**src/rtl/signed_shift_add_multiplier_pkg.sv**
```systemverilog
// ---------------------------------------------------------------------------
// mult_pkg
// Shared types and helpers for the signed shift/add multiplier.
//   state_t    : controller states (IDLE, ADD, SHIFT, DONE)
//   MAX_WIDTH  : widest operand the helpers are written for
//   signExtend : sign-extends the low 'width' bits of a value to MAX_WIDTH+1
// No ports (package).
// ---------------------------------------------------------------------------
package mult_pkg;

   localparam int MAX_WIDTH = 32;

   typedef enum logic [1:0] {
      IDLE,
      ADD,
      SHIFT,
      DONE
   } state_t;

   // Copies bit (width-1) of the value into every bit at or above 'width',
   // so a narrow two's-complement operand keeps its value when widened.
   // Bits above 'width' in the incoming value are discarded.
   function automatic logic [MAX_WIDTH:0] signExtend(input logic [MAX_WIDTH-1:0] value,
                                                     input int width);
      logic [MAX_WIDTH:0] upperMask;
      logic [MAX_WIDTH:0] lowBits;
      logic [4:0]         msbIdx;
      upperMask = {(MAX_WIDTH+1){1'b1}} << width;
      msbIdx    = 5'(width - 1);
      lowBits   = {1'b0, value} & ~upperMask;
      return value[msbIdx] ? (lowBits | upperMask) : lowBits;
   endfunction

endpackage

```
**src/rtl/signed_shift_add_multiplier_if.sv**
```systemverilog
// ---------------------------------------------------------------------------
// signed_shift_add_multiplier_if
// Request/result bundle between the operand front end and the multiplier.
//   start   : request, only honoured while the multiplier is idle
//   a_in    : multiplicand (signed, WIDTH bits)
//   b_in    : multiplier (signed, WIDTH bits)
//   busy    : operation in progress
//   done    : one-cycle completion pulse
//   product : {A,B}, 2*WIDTH bits, valid from done until the next start
//   x_out   : sign-extension bit X
// master drives the request side, slave is the multiplier.
// ---------------------------------------------------------------------------
interface signed_shift_add_multiplier_if #(
   parameter int WIDTH = 8
);

   logic                 start;
   logic [WIDTH-1:0]     a_in;
   logic [WIDTH-1:0]     b_in;
   logic                 busy;
   logic                 done;
   logic [2*WIDTH-1:0]   product;
   logic                 x_out;

   modport master (
      output start, a_in, b_in,
      input  busy, done, product, x_out
   );

   modport slave (
      input  start, a_in, b_in,
      output busy, done, product, x_out
   );

endinterface

```
**src/rtl/signed_shift_add_multiplier_addsub_ext.sv**
```systemverilog
// ---------------------------------------------------------------------------
// addsub_ext
// Combinational (WIDTH+1)-bit adder/subtractor. Both operands are
// sign-extended by one bit so the extra result bit is the true sign of the
// sum. Subtraction is done by inverting b and injecting a carry-in of 1.
//   a   : WIDTH-bit signed operand
//   b   : WIDTH-bit signed operand
//   sub : 1 selects a - b, 0 selects a + b
//   sum : WIDTH+1-bit signed result
// ---------------------------------------------------------------------------
module addsub_ext
   import mult_pkg::*;
#(
   parameter int WIDTH = 8
) (
   input  logic [WIDTH-1:0] a,
   input  logic [WIDTH-1:0] b,
   input  logic             sub,
   output logic [WIDTH:0]   sum
);

   logic [MAX_WIDTH:0] aFull;
   logic [MAX_WIDTH:0] bFull;
   logic [MAX_WIDTH:0] sumFull;

   // The sum is formed at the package's full width; because both operands
   // are sign-extended, the low WIDTH+1 bits are exactly the narrow result.
   always_comb begin
      aFull = signExtend(MAX_WIDTH'(a), WIDTH);
      bFull = signExtend(MAX_WIDTH'(b), WIDTH);
      if (sub) begin
         bFull = ~bFull;
      end
      sumFull = aFull + bFull + {{MAX_WIDTH{1'b0}}, sub};
   end

   assign sum = sumFull[WIDTH:0];

   // The bits above WIDTH only repeat the sign and are deliberately dropped.
   generate
      if (WIDTH < MAX_WIDTH) begin : gUpperBits
         logic unusedUpper;
         assign unusedUpper = ^sumFull[MAX_WIDTH:WIDTH+1];
      end
   endgenerate

endmodule

```
**src/rtl/signed_shift_add_multiplier.sv**
```systemverilog
// ---------------------------------------------------------------------------
// signed_shift_add_multiplier
// Multi-cycle two's-complement multiplier, WIDTH x WIDTH -> 2*WIDTH, using
// the add-shift algorithm with a sign-extension register X. A holds the
// running upper half, B the multiplier (consumed LSB first, refilled from
// A[0]), S the multiplicand. The final step subtracts because the multiplier
// MSB carries negative weight.
//   Clk   : system clock, all state changes on the rising edge
//   Reset : synchronous, active-high
//   bus   : slave side of signed_shift_add_multiplier_if
//           (start, a_in, b_in -> busy, done, product, x_out)
// Build option: MULT_SKIP_ZERO_EN lets SHIFT chain directly into SHIFT when
// the next multiplier bit is 0, shortening the operation; results are the
// same either way.
// ---------------------------------------------------------------------------
module signed_shift_add_multiplier
   import mult_pkg::*;
#(
   parameter int WIDTH = 8
) (
   input  logic                          Clk,
   input  logic                          Reset,
   signed_shift_add_multiplier_if.slave  bus
);

   localparam int               CNT_W     = $clog2(WIDTH);
   localparam logic [CNT_W-1:0] LAST_STEP = CNT_W'(WIDTH - 1);

   state_t             state_q;
   state_t             state_d;
   logic [WIDTH-1:0]   accA_q;
   logic [WIDTH-1:0]   accA_d;
   logic [WIDTH-1:0]   multB_q;
   logic [WIDTH-1:0]   multB_d;
   logic [WIDTH-1:0]   multS_q;
   logic [WIDTH-1:0]   multS_d;
   logic               extX_q;
   logic               extX_d;
   logic [CNT_W-1:0]   stepCnt_q;
   logic [CNT_W-1:0]   stepCnt_d;
   logic               lastStep;
   logic [WIDTH:0]     addSum;

   assign lastStep = (stepCnt_q == LAST_STEP);

   // The adder always sees A and S; on the last step it subtracts S because
   // the multiplier MSB has weight -2^(WIDTH-1).
   addsub_ext #(
      .WIDTH (WIDTH)
   ) uAddSub (
      .a   (accA_q),
      .b   (multS_q),
      .sub (lastStep),
      .sum (addSum)
   );

   // State and datapath registers. Reset clears everything, even in the
   // middle of an operation, so the product reads back as zero afterwards.
   always_ff @(posedge Clk) begin
      if (Reset) begin
         state_q   <= IDLE;
         accA_q    <= '0;
         multB_q   <= '0;
         multS_q   <= '0;
         extX_q    <= 1'b0;
         stepCnt_q <= '0;
      end else begin
         state_q   <= state_d;
         accA_q    <= accA_d;
         multB_q   <= multB_d;
         multS_q   <= multS_d;
         extX_q    <= extX_d;
         stepCnt_q <= stepCnt_d;
      end
   end

   // Next-state and datapath update. Every register holds by default so
   // IDLE and DONE leave the finished product on the outputs. In SHIFT the
   // whole {X,A,B} chain moves right with X copied into itself, which is the
   // arithmetic shift that keeps the partial product signed.
   always_comb begin
      state_d   = state_q;
      accA_d    = accA_q;
      multB_d   = multB_q;
      multS_d   = multS_q;
      extX_d    = extX_q;
      stepCnt_d = stepCnt_q;

      case (state_q)
         IDLE: begin
            if (bus.start) begin
               accA_d    = '0;
               extX_d    = 1'b0;
               multB_d   = bus.b_in;
               multS_d   = bus.a_in;
               stepCnt_d = '0;
               state_d   = ADD;
            end
         end

         ADD: begin
            if (multB_q[0]) begin
               accA_d = addSum[WIDTH-1:0];
               extX_d = addSum[WIDTH];
            end
            state_d = SHIFT;
         end

         SHIFT: begin
            accA_d    = {extX_q, accA_q[WIDTH-1:1]};
            multB_d   = {accA_q[0], multB_q[WIDTH-1:1]};
            stepCnt_d = stepCnt_q + 1'b1;
            if (lastStep) begin
               state_d = DONE;
            end else begin
`ifdef MULT_SKIP_ZERO_EN
               if (multB_q[1]) begin
                  state_d = ADD;
               end else begin
                  state_d = SHIFT;
               end
`else
               state_d = ADD;
`endif
            end
         end

         DONE: begin
            state_d = IDLE;
         end

         default: begin
            state_d = IDLE;
         end
      endcase
   end

   // Status and result outputs come straight from state and registers.
   assign bus.busy    = (state_q == ADD) || (state_q == SHIFT);
   assign bus.done    = (state_q == DONE);
   assign bus.product = {accA_q, multB_q};
   assign bus.x_out   = extX_q;

endmodule

```
**src/flat_wrapper.sv**
```systemverilog
// flat-port wrapper written by rule: the top's interface ports become plain ports
module signed_shift_add_multiplier_flat import mult_pkg::*;
#(
   parameter int WIDTH = 8
)
  (Clk, Reset, bus_start, bus_a_in, bus_b_in, bus_busy, bus_done, bus_product, bus_x_out);
  signed_shift_add_multiplier_if #(.WIDTH(WIDTH)) bus_i ();
  input  logic Clk;
  input  logic Reset;
  input wire logic [$bits(bus_i.start)-1:0] bus_start;
  input wire logic [$bits(bus_i.a_in)-1:0] bus_a_in;
  input wire logic [$bits(bus_i.b_in)-1:0] bus_b_in;
  output wire logic [$bits(bus_i.busy)-1:0] bus_busy;
  output wire logic [$bits(bus_i.done)-1:0] bus_done;
  output wire logic [$bits(bus_i.product)-1:0] bus_product;
  output wire logic [$bits(bus_i.x_out)-1:0] bus_x_out;
  assign bus_i.start = bus_start;
  assign bus_i.a_in = bus_a_in;
  assign bus_i.b_in = bus_b_in;
  assign bus_busy = bus_i.busy;
  assign bus_done = bus_i.done;
  assign bus_product = bus_i.product;
  assign bus_x_out = bus_i.x_out;
  signed_shift_add_multiplier #(.WIDTH(WIDTH)) u_core (.Clk(Clk), .Reset(Reset), .bus(bus_i));
endmodule
```
**config.mk**
```make
export PLATFORM = sky130hd
export DESIGN_NAME = signed_shift_add_multiplier_flat
export DESIGN_NICKNAME = d
export VERILOG_FILES = /design/src/rtl/signed_shift_add_multiplier_pkg.sv /design/src/rtl/signed_shift_add_multiplier_if.sv /design/src/rtl/signed_shift_add_multiplier_addsub_ext.sv /design/src/rtl/signed_shift_add_multiplier.sv /design/src/flat_wrapper.sv
export SDC_FILE = /design/constraint.sdc
export NUM_CORES = 1
export LEC_CHECK = 0
export BUFFER_PORTS_ARGS = -buffer_cell sky130_fd_sc_hd__buf_2
export CORE_MARGIN = 2
export CORE_UTILIZATION = 55
export CTS_CLUSTER_DIAMETER = 200
export DETAILED_ROUTE_END_ITERATION = 6
export GPL_ROUTABILITY_DRIVEN = 0
export GPL_TIMING_DRIVEN = 0
export PLACE_DENSITY = 0.91
export SLEW_MARGIN = 10
export SYNTH_ARGS = -nofsm -noshare
export SYNTH_HDL_FRONTEND = slang
export SYNTH_SLANG_ARGS = --single-unit
```
**constraint.sdc**
```tcl
create_clock -name Clk -period 3.5 [get_ports Clk]
set_input_delay 0.35 -clock Clk [delete_from_list [all_inputs] [get_ports Clk]]
set_output_delay 0.35 -clock Clk [all_outputs]
set_load 0.005 [all_outputs]
```
# Yosys cells after proc, flatten, opt, wreduce, memory -nomap -nowiden
# Cells that the tools add are included.
[word_totals]
regBits = 30
inputBits = 19
out_inout_bits = 19
word_cells = 41
[classes]
n_addsub = 3
eq_ne = 6
mux = 16
n_bitwise = 1
reduce_logical = 9
[ops]
columns = ["cell", "n"]
rows = [
  ["$mux 9", 3],
  ["$mux 8", 3],
  ["$pmux 8 s3", 1],
  ["$pmux 8 s2", 1],
  ["$add 9x1->9", 1],
  ["$add 9x9->9", 1],
  ["$not 9->9", 1],
  ["$pmux 2 s4", 1],
  ["$pmux 3 s2", 1],
  ["$reduce_and 3->1", 2],
  ["$eq 2x2->1 const B", 2],
  ["$mux 2", 2],
  ["$reduce_and 2->1", 2],
  ["$reduce_bool 2->1", 2],
  ["$add 3x1->3 const B", 1],
  ["$eq 3x3->1 const B", 1],
  ["$mux 3", 1],
  ["$reduce_bool 3->1", 1],
  ["$eq 2x1->1 const B", 1],
  ["$logic_not 2->1", 1],
  ["$mux 1", 2],
  ["$ne 2x1->1 const B", 1],
  ["$ne 2x2->1 const B", 1],
  ["$pmux 1 s2", 1],
  ["$logic_or 1x1->1", 1],
]

# Depth between registers and ports, before layout
[depth]
ltp_word = 7
ltp_mapped = 10

# By module
# Synthesis repeated with hierarchy kept, for this count alone.
[hier_totals]
hier_cells = 209
hier_area_um2 = 1863.0
[by_module_without_submodules]
columns = ["module", "instances", "cells_each", "area_per_inst_um2", "seq_area_each_um2"]
rows = [
  ["signed_shift_add_multiplier", 1, 158, 1465.2, 600.6],
  ["addsub_ext", 1, 51, 397.9, 0.0],
]

# Worst setup path after synthesis
# OpenSTA, ideal clock, no wires.
[synth_path]
path_kind = "reg-to-reg"
start = "reg u_core.stepCnt_q[0]"
end = "reg u_core.extX_q (netlist: u_core.bus.x_out)"
setup_ps = 58
arrival_time_ps = 2429
required_time_ps = 3442
path_slack_ps = 1013
stages_incl_launch_ff = 11
path_cell_list = "dfxtp_1 -> ha_1 -> ha_1 -> buf_6 -> mux2_4 -> fa_1 -> a21o_1 -> a21oi_2 -> o21ai_2 -> a2111oi_2 -> o21a_1"
[synth_between]
elab_chain_cells = 6
[synth_lines]
columns = ["item", "line", "rtl"]
rows = [
  ["from (decl)", "signed_shift_add_multiplier.sv:39", "logic [CNT_W-1:0] stepCnt_q;"],
  ["from (signal assigned)", "signed_shift_add_multiplier.sv:73", "stepCnt_q <= stepCnt_d;"],
  ["$eq 3x3->1 (*)", "signed_shift_add_multiplier.sv:44", "assign lastStep = (stepCnt_q == LAST_STEP);"],
  ["$mux 9", "signed_shift_add_multiplier_addsub_ext.sv:31", "if (sub) begin"],
  ["$add 9x9->9", "signed_shift_add_multiplier_addsub_ext.sv:34", "sumFull = aFull + bFull + {{MAX_WIDTH{1'b0}}, sub};"],
  ["$add 9x1->9 (*)", "signed_shift_add_multiplier_addsub_ext.sv:34", ""],
  ["$mux 1 (*)", "signed_shift_add_multiplier.sv:102", "if (multB_q[0]) begin"],
  ["$pmux 1 s2 (*)", "signed_shift_add_multiplier.sv:89", "case (state_q)"],
  ["to (signal assigned)", "signed_shift_add_multiplier.sv:72", "extX_q <= extX_d;"],
  ["to (decl)", "signed_shift_add_multiplier.sv:37", "logic extX_q;"],
]
# Every way passes the cells marked *; elsewhere a longest branch is shown, timed or not. The select of a mux whose other input is x is not followed.
# A chain may end at the register's enable or synchronous reset.

# Worst setup path in the final report
# Same ends and word-level chain as after synthesis.

==> out/results.txt <==
Maximum operating frequency: 373 MHz. Row generation in the floorplan step produced 21 rows. Among all flip-flop cells after synthesis, the most frequent one is dfxtp_1. For this design, the slowest cell found on the critical path is fa_1. For this design the top-level I/O count stands at 38.

Setup repair after global routing left no endpoint under its margin. Hold repair after CTS inserted 0 buffers. After synthesis, the cell types taking the most area are dfxtp_1, ha_1, a21oi_1.

The measured slew at the worst slew-check pin is 0.577 ns, and the data arrival at the endpoint of the critical path is 2.97 ns. The initial antenna violation count is 0, and the effective utilization at floorplan is 57.1%. The number of nets in the final layout was 286; the antenna violation net count after detailed routing was 0. The first global-routing pass estimated 7.13 mm of wire. The tools report the endpoint type of the worst setup path as a register. The largest net degree at the start of global routing came out at 11. The filler cells instantiated in the layout total 280. Measured in cells, the most critical reg-to-reg path has a length of 10.

The most frequently used cell type in the post-synthesis netlist is dfxtp_1. Register area: 601 µm². The number of stages on the worst hold path was 3.

Logic depth of the worst path, buffers included: 10. The final count of pins violating max slew came out at 0. Number of sinks handled by clock tree synthesis: 30.

The largest driver fanout on the critical path works out to 9. In this run the most critical hold path is launched from bus_a_in[1]. For the worst setup path, the data required time is 3.79 ns. The HPWL after detailed placement is 3.16 mm.

For the count of antenna diodes in the layout, the log shows 0. The destination of the worst register-to-register timing path is u_core.bus.x_out$_SDFFE_PP0P_. The fraction of registers with async set/reset was 0%; the horizontal extent of the die was 62.7 µm. The startpoint-to-endpoint class of the critical path was register to register. Synthesis produced a netlist with a net count of 242.

Buffers placed on the I/O ports in this run total 37. For this run, the number of Yosys warnings is 0. Among cell families on the critical path, the largest total delay comes from compound AO/OA/AOI/OAI gates. For this design the ratio of total power to cell area is 441 nW/µm². Setup violations remaining at the end of the flow were counted as 0. The run gives 1693 as the total via count in the routed design. The total overflow left after global routing is 0. The number of buffers and inverters on the critical path was 1. In this run, the number of DRC markers left after iteration 0 of detailed routing was 107. The flow ran to the end, and the final reports show no timing, DRC or antenna violations. The tools report the final hold violation count as 0. Gates resized during post-CTS repair numbered 0.

At the later pin of the worst-skew pair, clock insertion delay measures 0.35 ns. Headroom to the max-slew limit came out at 61.5%. The tools report the area of the multi-input gates as 1200 µm².

Power comes to 969 µW. Counting along the longest clock path gives a buffer depth of 2. The number of enable-type register cells in the synthesized netlist works out to 0. Across all setup checks in the final design, the least slack found is 0.821 ns. In this run the critical register-to-register path is launched from u_core.stepCnt_q[0]$_SDFFE_PP0P_. Placed cell count: 289.

The tools report the peak supply drop as 0.000285 V. Dividing the detail-routed via count by the number of cells gives 5.70. The fraction of final layout cells sized beyond drive strength 1 was 28.3%; the synthesized instance count was 206. The core region is 3310 µm². Before CTS, the worst setup slack after placement is 0.860 ns. The mean post-synth cell area works out to 9.18 µm².

After synthesis the netlist holds a flip-flop and latch count of 30. TritonCTS built the clock tree. The total clock buffers created by CTS was 5. The die covers 3930 µm². The number of detailed-routing iterations run before antenna repair was 4; the post-route non-filler standard cell count was 297.

The wire length per cell after detailed routing was 14.2 µm; the fraction of the yosys area taken by sequential cells was 31.7%. The number of remaining DRC errors was 0. The die is 62.7 µm tall. STA classifies the critical path startpoint as a register.

The top cell type by total area after synthesis was dfxtp_1. By count the netlist is led by dfxtp_1, nand2_1, a21oi_1, nor2_1, ha_1. The cell repeated most along the worst path was ha_1. The clock root buffer is clkbuf_4. Of the post-synthesis cell area, the dominant cell type holds 31.7%.

After synthesis the cells add up to 1890 µm². The H-tree was split into 2 levels. After detailed routing, the total wire length is 4.23 mm. The final worst clock skew was 0.00614 ns; the longest individual stage delay on the worst path was 0.41 ns. The min-delay analysis places its worst path in the category input pin to register. In the final timing run, aggregate negative setup slack is 0 ns.

For the total global-route track usage, the log shows 22.9%. The number of setup buffers added after CTS is 0. Reported leakage power: 0.000989 µW. For hold timing, the worst endpoint is u_core.multS_q[1]$_SDFFE_PP0P_.

The worst path uses 76.5% of the clock period. The clock-pin slew on the worst setup and hold paths works out to 0.10 ns. After synthesis, the netlist uses 46 different library cells.

The tools report the count of max-cap constraint violations as 0. Walking the worst path, the cells encountered are ha_1 -> ha_1 -> buf_6 -> mux2_4 -> fa_1 -> a21o_1 -> a21oi_2 -> o21ai_2 -> a2111oi_2 -> o21a_1. Compared with the post-synthesis result, the final layout area differs by 16.2%. The clock period minus worst slack was 2.68 ns. Setup slack on the worst reg-to-reg path comes out at 0.82 ns.

Number of global-route vias before repair: 1617.
==> registers in the layout, summed over array words and instances, names as in the netlist <==
| name | count |
|---|---|
| u_core.accA_q | 8 |
| u_core.multS_q | 8 |
| u_core.bus.x_out | 1 |
| u_core.multB_q | 8 |
| u_core.stepCnt_q | 3 |
| u_core.state_q | 2 |
==> layer usage <==
layer / wire length, µm / GRT usage (%)
met4: 53 / 8.33
met1: 1840 / 28.0
met2: 1970 / 38.0
met5: 0 / 0
met3: 362 / 6.85
==> worst max-delay path by stage <==
stage,to,startpoint
2_1_floorplan,u_core.bus.x_out$_SDFFE_PP0P_,u_core.stepCnt_q[0]$_SDFFE_PP0P_
3_3_place_gp,u_core.bus.x_out$_SDFFE_PP0P_,u_core.stepCnt_q[0]$_SDFFE_PP0P_
3_5_place_dp,u_core.bus.x_out$_SDFFE_PP0P_,u_core.stepCnt_q[0]$_SDFFE_PP0P_
4_1_cts,u_core.bus.x_out$_SDFFE_PP0P_,u_core.stepCnt_q[0]$_SDFFE_PP0P_
5_1_grt,u_core.bus.x_out$_SDFFE_PP0P_,u_core.stepCnt_q[0]$_SDFFE_PP0P_
6_report,u_core.bus.x_out$_SDFFE_PP0P_,u_core.stepCnt_q[0]$_SDFFE_PP0P_
==> worst min-delay path: stages <==
cell,delay (ns)
buf_2,0.09
nand2_1,0.04
a21oi_1,0.05
==> power breakdown <==
part / internal, µW / switching (µW)
sequential: 377 / 29.4
clock: 96.4 / 132
combinational: 134 / 200
==> placed cells by master (no fill, tap or decap), types with 2 or more instances in the layout <==
cell	synthesis	layout
a211oi_2	8	8
a21o_1	2	2
a21oi_1	21	21
a22o_1	2	2
a22oi_1	4	4
a32oi_1	2	2
and2_1	2	2
buf_2	3	40
buf_6	3	3
clkbuf_1	4	4
clkbuf_4	0	5
dfxtp_1	30	30
ha_1	16	16
inv_1	5	5
mux2i_1	9	9
nand2_1	24	24
nand2b_1	2	2
nand3b_1	5	5
nor2_1	20	20
nor3_1	3	3
o2111ai_1	2	2
o21ai_0	5	5
xnor2_1	2	2
xor2_1	9	9
==> per-stage QoR <==
stage	hold WS, ns	area [µm²]	util [%]
6_report	0.234	2200	66.4
5_1_grt	0.237	2200	66.4
4_1_cts	0.233	2200	66.4
3_5_place_dp	0.462	2130	64.5
3_3_place_gp	0.455	2130	64.5
2_1_floorplan	0.448	1890	-
==> kinds of logic (layout without fill, tap and decap cells) <==
family                     after synthesis  count (layout)  synth area share [%]
AOI/OAI and AO/OA                       62              62                  27.0
xor gates and xnor gates                11              11                  5.09
adders and majority gates               17              17                  11.6
buffers and inverters                   16              61                  4.76
DFF                                     30              30                  31.7
muxes                                   10              10                  5.56
and+or+nand+nor                         60              60                  14.2
==> layout make-up <==
| cell class | count | area share, % |
|---|---|---|
| plain buffers | 11 | 3.24 |
| repair buffers | 37 | 8.42 |
| clock inverters | 2 | 0.569 |
| inverters | 5 | 0.854 |
| flip-flops and latches | 30 | 27.3 |
| clock buffers | 6 | 2.33 |
| multi-input cells | 160 | 54.6 |
| well taps | 46 | 2.62 |
Note: power is estimated with default switching activity, not from simulation.
